### src/rtl/psum_requant_relu.sv
// psum_requant_relu
//   Post-processing stage for the weight-stationary conv array. Accepts one
//   SA_COL-wide psum vector per handshake. Each channel gets a programmable
//   bias added, a rounding arithmetic right shift, saturation to signed
//   DATA_WIDTH and an optional ReLU. Channels are emitted serially, ch 0 first.
// Ports
//   clk, nrst                       clock, asynchronous active-low reset
//   cfg_we/cfg_ch/cfg_bias          per-channel bias write (only applied in IDLE)
//   cfg_shift/cfg_relu_en           global shift / ReLU, written with every cfg_we
//   psum_iv/psum_ir/psum_i          input vector stream
//   out_ov/out_ir/out_od            output activation stream
//   out_ch/out_last                 channel index of out_od, last-channel flag
//   busy                            high while a vector is being emitted
//   sat_cnt                         saturated beats delivered, sticks at all-ones
module psum_requant_relu #(
  parameter int SA_COL      = 3,
  parameter int PSUM_WIDTH  = 19,
  parameter int DATA_WIDTH  = 8,
  parameter int BIAS_WIDTH  = 16,
  parameter int SHIFT_WIDTH = 5,
  localparam int CH_W       = (SA_COL > 1) ? $clog2(SA_COL) : 1
) (
  input  logic                         clk,
  input  logic                         nrst,
  input  logic                         cfg_we,
  input  logic [CH_W-1:0]              cfg_ch,
  input  logic [BIAS_WIDTH-1:0]        cfg_bias,
  input  logic [SHIFT_WIDTH-1:0]       cfg_shift,
  input  logic                         cfg_relu_en,
  input  logic                         psum_iv,
  output logic                         psum_ir,
  input  logic [SA_COL*PSUM_WIDTH-1:0] psum_i,
  output logic                         out_ov,
  input  logic                         out_ir,
  output logic [DATA_WIDTH-1:0]        out_od,
  output logic [CH_W-1:0]              out_ch,
  output logic                         out_last,
  output logic                         busy,
  output logic [15:0]                  sat_cnt
);

  localparam int RW = PSUM_WIDTH + 2;
  localparam logic signed [RW-1:0] SAT_MAX = RW'((2 ** (DATA_WIDTH - 1)) - 1);
  localparam logic signed [RW-1:0] SAT_MIN = RW'(-(2 ** (DATA_WIDTH - 1)));

  typedef enum logic {IDLE, EMIT} state_t;

  state_t state_q, state_d;

  logic                         accept;
  logic                         handshake;
  logic                         cfg_apply;
  logic [SA_COL*PSUM_WIDTH-1:0] vec_q;
  logic signed [BIAS_WIDTH-1:0] bias_q [SA_COL];
  logic [SHIFT_WIDTH-1:0]       shift_q;
  logic                         relu_q;
  logic                         out_sat_q;

  logic [SA_COL*PSUM_WIDTH-1:0] sel_vec;
  logic [CH_W-1:0]              sel_idx;
  logic signed [PSUM_WIDTH-1:0] sel_psum;
  logic signed [BIAS_WIDTH-1:0] sel_bias;
  logic signed [PSUM_WIDTH:0]   sum;
  logic signed [RW-1:0]         sum_x;
  logic signed [RW-1:0]         rnd;
  logic signed [RW-1:0]         shr;
  logic [DATA_WIDTH-1:0]        res_od;
  logic                         res_sat;

  assign busy      = (state_q == EMIT);
  assign handshake = out_ov & out_ir;
  assign psum_ir   = (state_q == IDLE) | (handshake & out_last);
  assign accept    = psum_iv & psum_ir;
  assign cfg_apply = cfg_we & (state_q == IDLE) & ~accept;

  always_ff @(posedge clk or negedge nrst) begin
    if (!nrst) state_q <= IDLE;
    else       state_q <= state_d;
  end

  always_comb begin
    state_d = state_q;
    case (state_q)
      IDLE:    if (accept) state_d = EMIT;
      EMIT:    if (handshake & out_last & ~accept) state_d = IDLE;
      default: state_d = IDLE;
    endcase
  end

  // The result for the next registered beat: ch 0 straight from the input on
  // accept (so it is valid one cycle later), otherwise the following channel
  // from the latched vector.
  always_comb begin
    sel_vec  = accept ? psum_i : vec_q;
    sel_idx  = accept ? '0 : out_ch + CH_W'(1);
    sel_psum = sel_vec[PSUM_WIDTH-1:0];
    sel_bias = bias_q[0];
    for (int unsigned k = 0; k < SA_COL; k++) begin
      if (32'(sel_idx) == k) begin
        sel_psum = sel_vec[k*PSUM_WIDTH +: PSUM_WIDTH];
        sel_bias = bias_q[k];
      end
    end
  end

  always_comb begin
    sum   = {sel_psum[PSUM_WIDTH-1], sel_psum}
          + {{(PSUM_WIDTH + 1 - BIAS_WIDTH){sel_bias[BIAS_WIDTH-1]}}, sel_bias};
    sum_x = {sum[PSUM_WIDTH], sum};
    rnd   = '0;
    shr   = sum_x;
    if (shift_q != '0) begin
      // Shifts past the sum width collapse to the sign instead of letting the
      // rounding constant overflow the working width.
      if (32'(shift_q) > PSUM_WIDTH) begin
        shr = sum[PSUM_WIDTH] ? '1 : '0;
      end else begin
        rnd = RW'(1) << (shift_q - SHIFT_WIDTH'(1));
        shr = (sum_x + rnd) >>> shift_q;
      end
    end
    res_sat = 1'b0;
    res_od  = shr[DATA_WIDTH-1:0];
    if (shr > SAT_MAX) begin
      res_sat = 1'b1;
      res_od  = SAT_MAX[DATA_WIDTH-1:0];
    end else if (shr < SAT_MIN) begin
      res_sat = 1'b1;
      res_od  = SAT_MIN[DATA_WIDTH-1:0];
    end
    // ReLU after saturation: a clamp-to-min still reports as saturated.
    if (relu_q & res_od[DATA_WIDTH-1]) res_od = '0;
  end

  always_ff @(posedge clk or negedge nrst) begin
    if (!nrst) begin
      vec_q     <= '0;
      shift_q   <= '0;
      relu_q    <= 1'b1;
      out_ov    <= 1'b0;
      out_od    <= '0;
      out_ch    <= '0;
      out_last  <= 1'b0;
      out_sat_q <= 1'b0;
      sat_cnt   <= '0;
      for (int unsigned k = 0; k < SA_COL; k++) bias_q[k] <= '0;
    end else begin
      if (handshake & out_sat_q & (sat_cnt != '1)) sat_cnt <= sat_cnt + 16'd1;
      if (cfg_apply) begin
        shift_q <= cfg_shift;
        relu_q  <= cfg_relu_en;
        for (int unsigned k = 0; k < SA_COL; k++) begin
          if (32'(cfg_ch) == k) bias_q[k] <= cfg_bias;
        end
      end
      if (accept) begin
        vec_q     <= psum_i;
        out_ov    <= 1'b1;
        out_ch    <= '0;
        out_last  <= (SA_COL == 1);
        out_od    <= res_od;
        out_sat_q <= res_sat;
      end else if (handshake) begin
        if (out_last) begin
          out_ov    <= 1'b0;
          out_last  <= 1'b0;
          out_sat_q <= 1'b0;
        end else begin
          out_ch    <= sel_idx;
          out_last  <= (32'(sel_idx) == SA_COL - 1);
          out_od    <= res_od;
          out_sat_q <= res_sat;
        end
      end
    end
  end

endmodule

### config.mk
export PLATFORM = sky130hd
export DESIGN_NAME = psum_requant_relu
export DESIGN_NICKNAME = d
export VERILOG_FILES = /design/src/rtl/psum_requant_relu.sv
export SDC_FILE = /design/constraint.sdc
export NUM_CORES = 1
export LEC_CHECK = 0
export CAP_MARGIN = 20
export CORE_MARGIN = 4
export CORE_UTILIZATION = 55
export CTS_BUF_LIST = sky130_fd_sc_hd__clkbuf_2 sky130_fd_sc_hd__clkbuf_4 sky130_fd_sc_hd__clkbuf_8
export DETAILED_ROUTE_END_ITERATION = 16
export HOLD_SLACK_MARGIN = 0.15
export MAX_ROUTING_LAYER = met4
export PLACE_DENSITY = 0.84
export SLEW_MARGIN = 20
export SYNTH_ARGS = -nofsm -noshare
export SYNTH_HDL_FRONTEND = slang
export SYNTH_SLANG_ARGS = --single-unit
export TNS_END_PERCENT = 20
### constraint.sdc
create_clock -name clk -period 13.2 [get_ports clk]
set_input_delay 1.32 -clock clk [delete_from_list [all_inputs] [get_ports clk]]
set_output_delay 1.32 -clock clk [all_outputs]
set_load 0.01 [all_outputs]
Yosys cells after proc, flatten, opt, wreduce, memory -nomap -nowiden. Index checks and enable logic that the tools add are counted.

Bits of input ports: 86. Logic and storage cells: 82. Register bits after elaboration: 141.

Shift-type cells: 2. Bitwise gates (word level): 12. Reductions and logical operators: 9. Equal/unequal tests: 6. Multiplexer cells: 32. $lt $le $gt $ge: 3. Add/subtract/negate cells: 5.

Operators by type and width (count): 2-to-1 mux 21 bit (3); 2-to-1 mux 57 bit (1); 2-to-1 mux 8 bit (6); 2-to-1 mux 19 bit (2); 2-to-1 mux 16 bit (2); adder 20 x 21 -> 21 bit (1); greater-than comparator 21 x 8 -> 1 bit, second input constant (1); < comparator 21 x 8 -> 1 bit, second input constant (1); left shift 1 x 5 -> 21 bit, first input constant (1); >>> shifter 21 x 5 -> 21 bit (1); adder 19 x 16 -> 20 bit (1); adder 16 x 1 -> 16 bit, second input constant (1); inequality test 16 bit, second input constant (1); 2-to-1 mux 1 bit (13); AND reduction 2 bit (5); bitwise AND 1 bit (9); 2-to-1 mux 2 bit (4); greater-than comparator 5 bit, second input constant (1); nonzero test 5 bit (1); subtractor 5 x 1 -> 5 bit, second input constant (1); equality test 2 x 1 -> 1 bit, second input constant (2); equality test 2 bit, second input constant (2); nonzero test 2 bit (2); adder 2 x 1 -> 2 bit, second input constant (1); 5 further kinds (6).

Depth between registers and ports, before layout.
Word-level depth: 21. Gate-level depth with buffers: 31. Mapped depth without buffers: 27.

Least setup slack after synthesis. Ideal clock, no wire load.

Path kind: input to register. Start point: in out_ir. End point: reg out_sat_q. Data required time: 13.068 ns. Buffers on the path: 3. Library setup time: 0.132 ns. Data arrival time: 7.627 ns. Stages on the path: 30. Slack: 5.442 ns. Path through: nand3_1 -> nand2_1 -> and2_1 -> or3_1 -> clkbuf_1 -> clkbuf_1 -> mux2i_1 -> a21oi_1 -> ha_1 -> a211oi_1 -> o31ai_1 -> o2111ai_1 -> a21boi_0 -> o21a_1 -> or3_1 -> and2_1 -> ha_1 -> clkbuf_1 -> and4_2 -> and3_1 -> a2111oi_0 -> a211oi_1 -> o2111a_1 -> a31oi_1 -> nor2_1 -> a311oi_1 -> nand2_1 -> nor4b_4 -> a21oi_1 -> o2bb2ai_1.

Longest elaborated chain between the ends: 19. Elaborated cells between the ends (all ways): 26. Those cells by class: add/sub: 2; order compare: 2; eq/ne: 2; shift: 1; mux: 14; bitwise: 4; reduce/logical: 1.

RTL lines: start: declaration (line 34) `input logic out_ir,`; bitwise AND 1 bit (*) (line 71) `assign handshake = out_ov & out_ir;`; bitwise AND 1 bit (*) (line 72) `assign psum_ir = (state_q == IDLE) | (handshake & out_last);`; OR 1 bit (*) (line 72); net psum_ir (line 31) `output logic psum_ir,`; bitwise AND 1 bit (*) (line 73) `assign accept = psum_iv & psum_ir;`; 2-to-1 mux 2 bit (line 95) `sel_idx = accept ? '0 : out_ch + CH_W'(1);`; equality test 2 x 1 -> 1 bit (line 99) `if (32'(sel_idx) == k) begin`; 2-to-1 mux 19 bit or 2-to-1 mux 16 bit (tied branches) (2 in a row) (line 99); (+3 left out); 2-to-1 mux 21 bit (line 115) `if (32'(shift_q) > PSUM_WIDTH) begin`; 2-to-1 mux 21 bit (line 112) `if (shift_q != '0) begin`; < comparator 21 x 8 -> 1 bit (line 127) `end else if (shr < SAT_MIN) begin`; 2-to-1 mux 1 bit (line 127); 2-to-1 mux 1 bit (line 124) `if (shr > SAT_MAX) begin`; 2-to-1 mux 1 bit (line 164) `if (out_last) begin`; 2-to-1 mux 1 bit (line 163) `end else if (handshake) begin`; 2-to-1 mux 1 bit (line 156) `if (accept) begin`; end signal: assignment (line 162) `out_sat_q <= res_sat;`; end signal: assignment (line 172) `out_sat_q <= res_sat;`; end: declaration (line 57) `logic out_sat_q;`.

Mark *: on every way through the listed nets, which the timed path passes. The rest lies on a longest branch. The select of a mux whose other input is x is not followed. A chain may end at the register's enable or synchronous reset.

Worst setup path in the final report.
Start point: in out_ir. End point: reg out_od[6].

Longest elaborated chain between the ends: 21. Elaborated cells between the ends (all ways): 30. Those cells by class: add/sub: 2; order compare: 2; eq/ne: 3; shift: 1; mux: 15; bitwise: 5; reduce/logical: 2.

RTL lines: bitwise AND 1 bit (*) (line 71); bitwise AND 1 bit (line 72); OR 1 bit (line 72); bitwise AND 1 bit (line 73); 2-to-1 mux 2 bit (line 95); equality test 2 x 1 -> 1 bit (line 99); 2-to-1 mux 19 bit or 2-to-1 mux 16 bit (tied branches) (2 in a row) (line 99); adder 19 x 16 -> 20 bit (line 108) `+ {{(PSUM_WIDTH + 1 - BIAS_WIDTH){sel_bias[BIAS_WIDTH-1]}}, sel_bias};`; (+4 left out); < comparator 21 x 8 -> 1 bit (line 127); 2-to-1 mux 8 bit (line 127); 2-to-1 mux 8 bit (line 124); bitwise AND 1 bit (line 132) `if (relu_q & res_od[DATA_WIDTH-1]) res_od = '0;`; 2-to-1 mux 8 bit (line 132); 2-to-1 mux 8 bit (line 164); 2-to-1 mux 8 bit (line 163); 2-to-1 mux 8 bit (line 156); end signal: assignment (line 161) `out_od <= res_od;`; end signal: assignment (line 171) `out_od <= res_od;`; end: declaration (line 35) `output logic [DATA_WIDTH-1:0] out_od,`.

Every way passes the cells marked *; elsewhere a longest branch is shown, timed or not. The select of a mux whose other input is x is not followed.

==> flow_metrics.py <==
metrics = {
    "layout": {
        "mostFrequentLayoutCell": "dfrtp_1",
        "n_antenna_cell": 0,
        "nNetsFinal": 1330,
        "multi_input_area_um2": 6446,
        "syn_to_final_growth_pct": 17.07,
        "layout_common_cells": "dfrtp_1, nand2_1, clkdlybuf4s50_1",
        "layout-drive-gt1-share": 0.1588,
        "nFillCells": 1441,
        "regArea_um2": 3530,
    },
    "placed_design": {
        "port_buffers": 115,
        "routabilityCongestion": 1.050,
        "dpl.hpwl_mm": 23.76,
    },
    "setup_path": {
        "end_kind": "flop",
        "crit_path_max_fanout": 66,
        "startpoint_type": "primary input",
        "worstSetupPathType": "in2reg",
        "reg2reg_to": "out_od[6]",
        "r2r_start": "out_last",
        "reg2reg_depth": 29,
        "slowest_stage": "a41oi_1",
        "crit_required_ns": 13.53,
        "critPathArrivalTime_ns": 10.14,
        "max_stage_delay_ns": 0.60,
        "rrSetupSlack_ns": 4.33,
    },
    "floorplanning": {
        "dieArea_um2": 20890,
        "row_count": 49,
        "io_pins": 116,
        "die_h_um": 144.5,
        "core_area_um2": 18150,
        "die_x_um": 144.5,
        "start_util": 0.5650,
    },
    "synth": {
        "ys_top_cells_by_area": "dfrtp_1, mux2_2, mux2i_1, ha_1, nand2_1",
        "synth_top_cell_by_area": "dfrtp_1",
        "synth_nets": 1237,
        "synth_area_um2": 10250,
        "synth_edf_count": 0,
        "synthArstFlopShare": 1.000,
        "syn_avg_cell_area_um2": 9.246,
        "synth-seq-area-share": 0.3442,
        "synth_flop_cell": "dfrtp_1",
        "ys_ff_latch": 141,
        "synth_cells": 1109,
        "synth.top_cell.area_share": 0.3417,
        "yosysUniqueCellTypes": 87,
        "ys_warn_count": 0,
    },
    "hold_path": {
        "min_to": "sat_cnt[5]",
        "hp-class": "reg2reg",
        "worstHoldStart": "sat_cnt[5]",
        "hold_depth": 1,
    },
    "clock_network": {
        "cts-hold-fix-buffers": 0,
        "path_clk_slew_ns": 0.10,
        "cts_num_sinks": 141,
        "postCtsSetupBuffers": 0,
        "ctsHtreeMaxLevel": 4,
        "clock_tree.root_cell": "clkbuf_8",
        "cts_resized": 0,
        "clk_path_buf_depth": 2,
        "cts_tree": "built",
        "cts_buffers": 17,
        "clk_latency_ns": 0.47,
    },
    "sta": {
        "setup-violations-final": 0,
        "fin_crit_ns": 9.812,
        "worst_pin_slew_ns": 0.8922,
        "finalSetupTns_ns": 0,
        "hold_viol": 0,
        "fmax_mhz": 101.9,
        "finClkSkew_ns": 0.01766,
        "timing.final.crit_share": 0.7433,
        "rsz0062_at_grt": "false",
        "relSlewSlack": 0.4034,
        "maxSlewViolCount": 0,
    },
    "global_route": {
        "grt.total_usage": 0.3148,
        "grt_max_degree": 72,
        "grt_pass1_vias": 9169,
        "grt_pass1_wl_mm": 49.72,
        "antenna_found_initial": 0,
        "grt_overflow": 0,
    },
    "drt": {
        "firstDrtPassIters": 6,
        "drc": 0,
        "vias": 9455,
        "avgRoutedWirePerCell_um": 22.02,
        "vias_per_cell": 6.548,
        "drt_iter0_drc": 916,
        "finalWirelength_mm": 31.80,
        "ant_nets": 0,
    },
    "run": {
        "cap_violations": 0,
    },
    "status": {
        "status": "completed",
    },
}
synthesized netlist by cell type, types with 6 or more instances:
master     number
o21a_1          7
xnor2_1        29
nand3_1        25
inv_1          14
and2_1          7
nand4_1        23
o31ai_1         9
mux2i_1        53
ha_1           40
a31oi_1         7
a2111oi_0       7
o211ai_1        8
a22oi_1         6
mux2_2        109
a21oi_1        79
clkbuf_1       45
a211oi_1       19
and3_1         12
nand2_1       121
nand2b_1        9
a21o_1         11
dfrtp_1       140
nor2_1         91
or3_1           6
o21ai_0        50
or2_2           8
xor2_1         18
nor3_1         24
metal layers:
| metal | vias to the layer above | part of all wire | track usage |
|---|---|---|---|
| met5 | - | 0 | - |
| met2 | 493 | 0.46 | 0.5040 |
| met3 | 71 | 0.078 | 0.05423 |
| met4 | 0 | 0.028 | 0.08935 |
| li1 | 4323 | - | - |
| met1 | 4568 | 0.43 | 0.4147 |
critical path: cells and delay by family:
family	cells	cell delay (ns)
buffers and inverters	3	1.62
AO/OA/AOI/OAI	13	4.27
AND/OR/NAND/NOR	11	1.97
adder cells (fa/ha/maj)	2	0.78
multiplexers	1	0.16
state kept, by name, summed over array words and instances, names as in the netlist:
register and count:
vec_q 57, bias_q 48, sat_cnt 16, out_od 8, shift_q 5, out_ch 2, busy 1, out_last 1
out_ov 1, out_sat_q 1, relu_q 1
stage by stage:
| step | cell area (µm²) | cells | utilization | hold WS (ns) | setup slack, ns |
|---|---|---|---|---|---|
| 2_1_floorplan | 10250 | 1109 | - | 0.4717 | 5.442 |
| 3_3_place_gp | 11590 | 1412 | 0.6389 | 0.4747 | 3.247 |
| 3_5_place_dp | 11590 | 1412 | 0.6389 | 0.4850 | 3.165 |
| 4_1_cts | 12000 | 1444 | 0.6615 | 0.5022 | 3.616 |
| 5_1_grt | 12000 | 1444 | 0.6615 | 0.5138 | 2.841 |
| 6_report | 12000 | 1444 | 0.6615 | 0.5029 | 3.388 |
worst max path at each step:
| stage | startpoint | to | slack [ns] | cells after the start |
|---|---|---|---|---|
| after global routing | out_ir | out_od[2] | 2.84 | 30 |
| after detailed placement | out_ir | out_od[6] | 3.16 | 30 |
| after floorplan | out_ir | out_sat_q | 5.44 | 30 |
| after CTS | out_ir | out_od[6] | 3.62 | 30 |
| final | out_ir | out_od[6] | 3.39 | 30 |
| after global placement | out_ir | out_od[4] | 3.25 | 30 |
area by class of cell:
type                       instances  area share
clock buffer                      17     0.01949
clock inverter                    15     0.01459
inverter                          18    0.005629
multi-input combinational        894      0.5370
sequential                       141      0.2940
tap                              229     0.02387
timing repair buffer             130      0.1054
cells by family (layout without fill, tap and decap cells):
| kind of cell | Yosys count | count (layout) | synth area share |
|---|---|---|---|
| adders and majority gates | 42 | 42 | 0.05272 |
| DFF | 141 | 141 | 0.3442 |
| muxes | 166 | 166 | 0.1806 |
| buffers and inverters | 74 | 180 | 0.02855 |
| and+or+nand+nor | 357 | 357 | 0.1683 |
| xor gates and xnor gates | 49 | 49 | 0.04332 |
| AOI/OAI and AO/OA | 280 | 280 | 0.1823 |
Power is left out: the tool's default activity adds up to more than one toggle a clock period on the data nets, which glitch-free logic cannot reach.
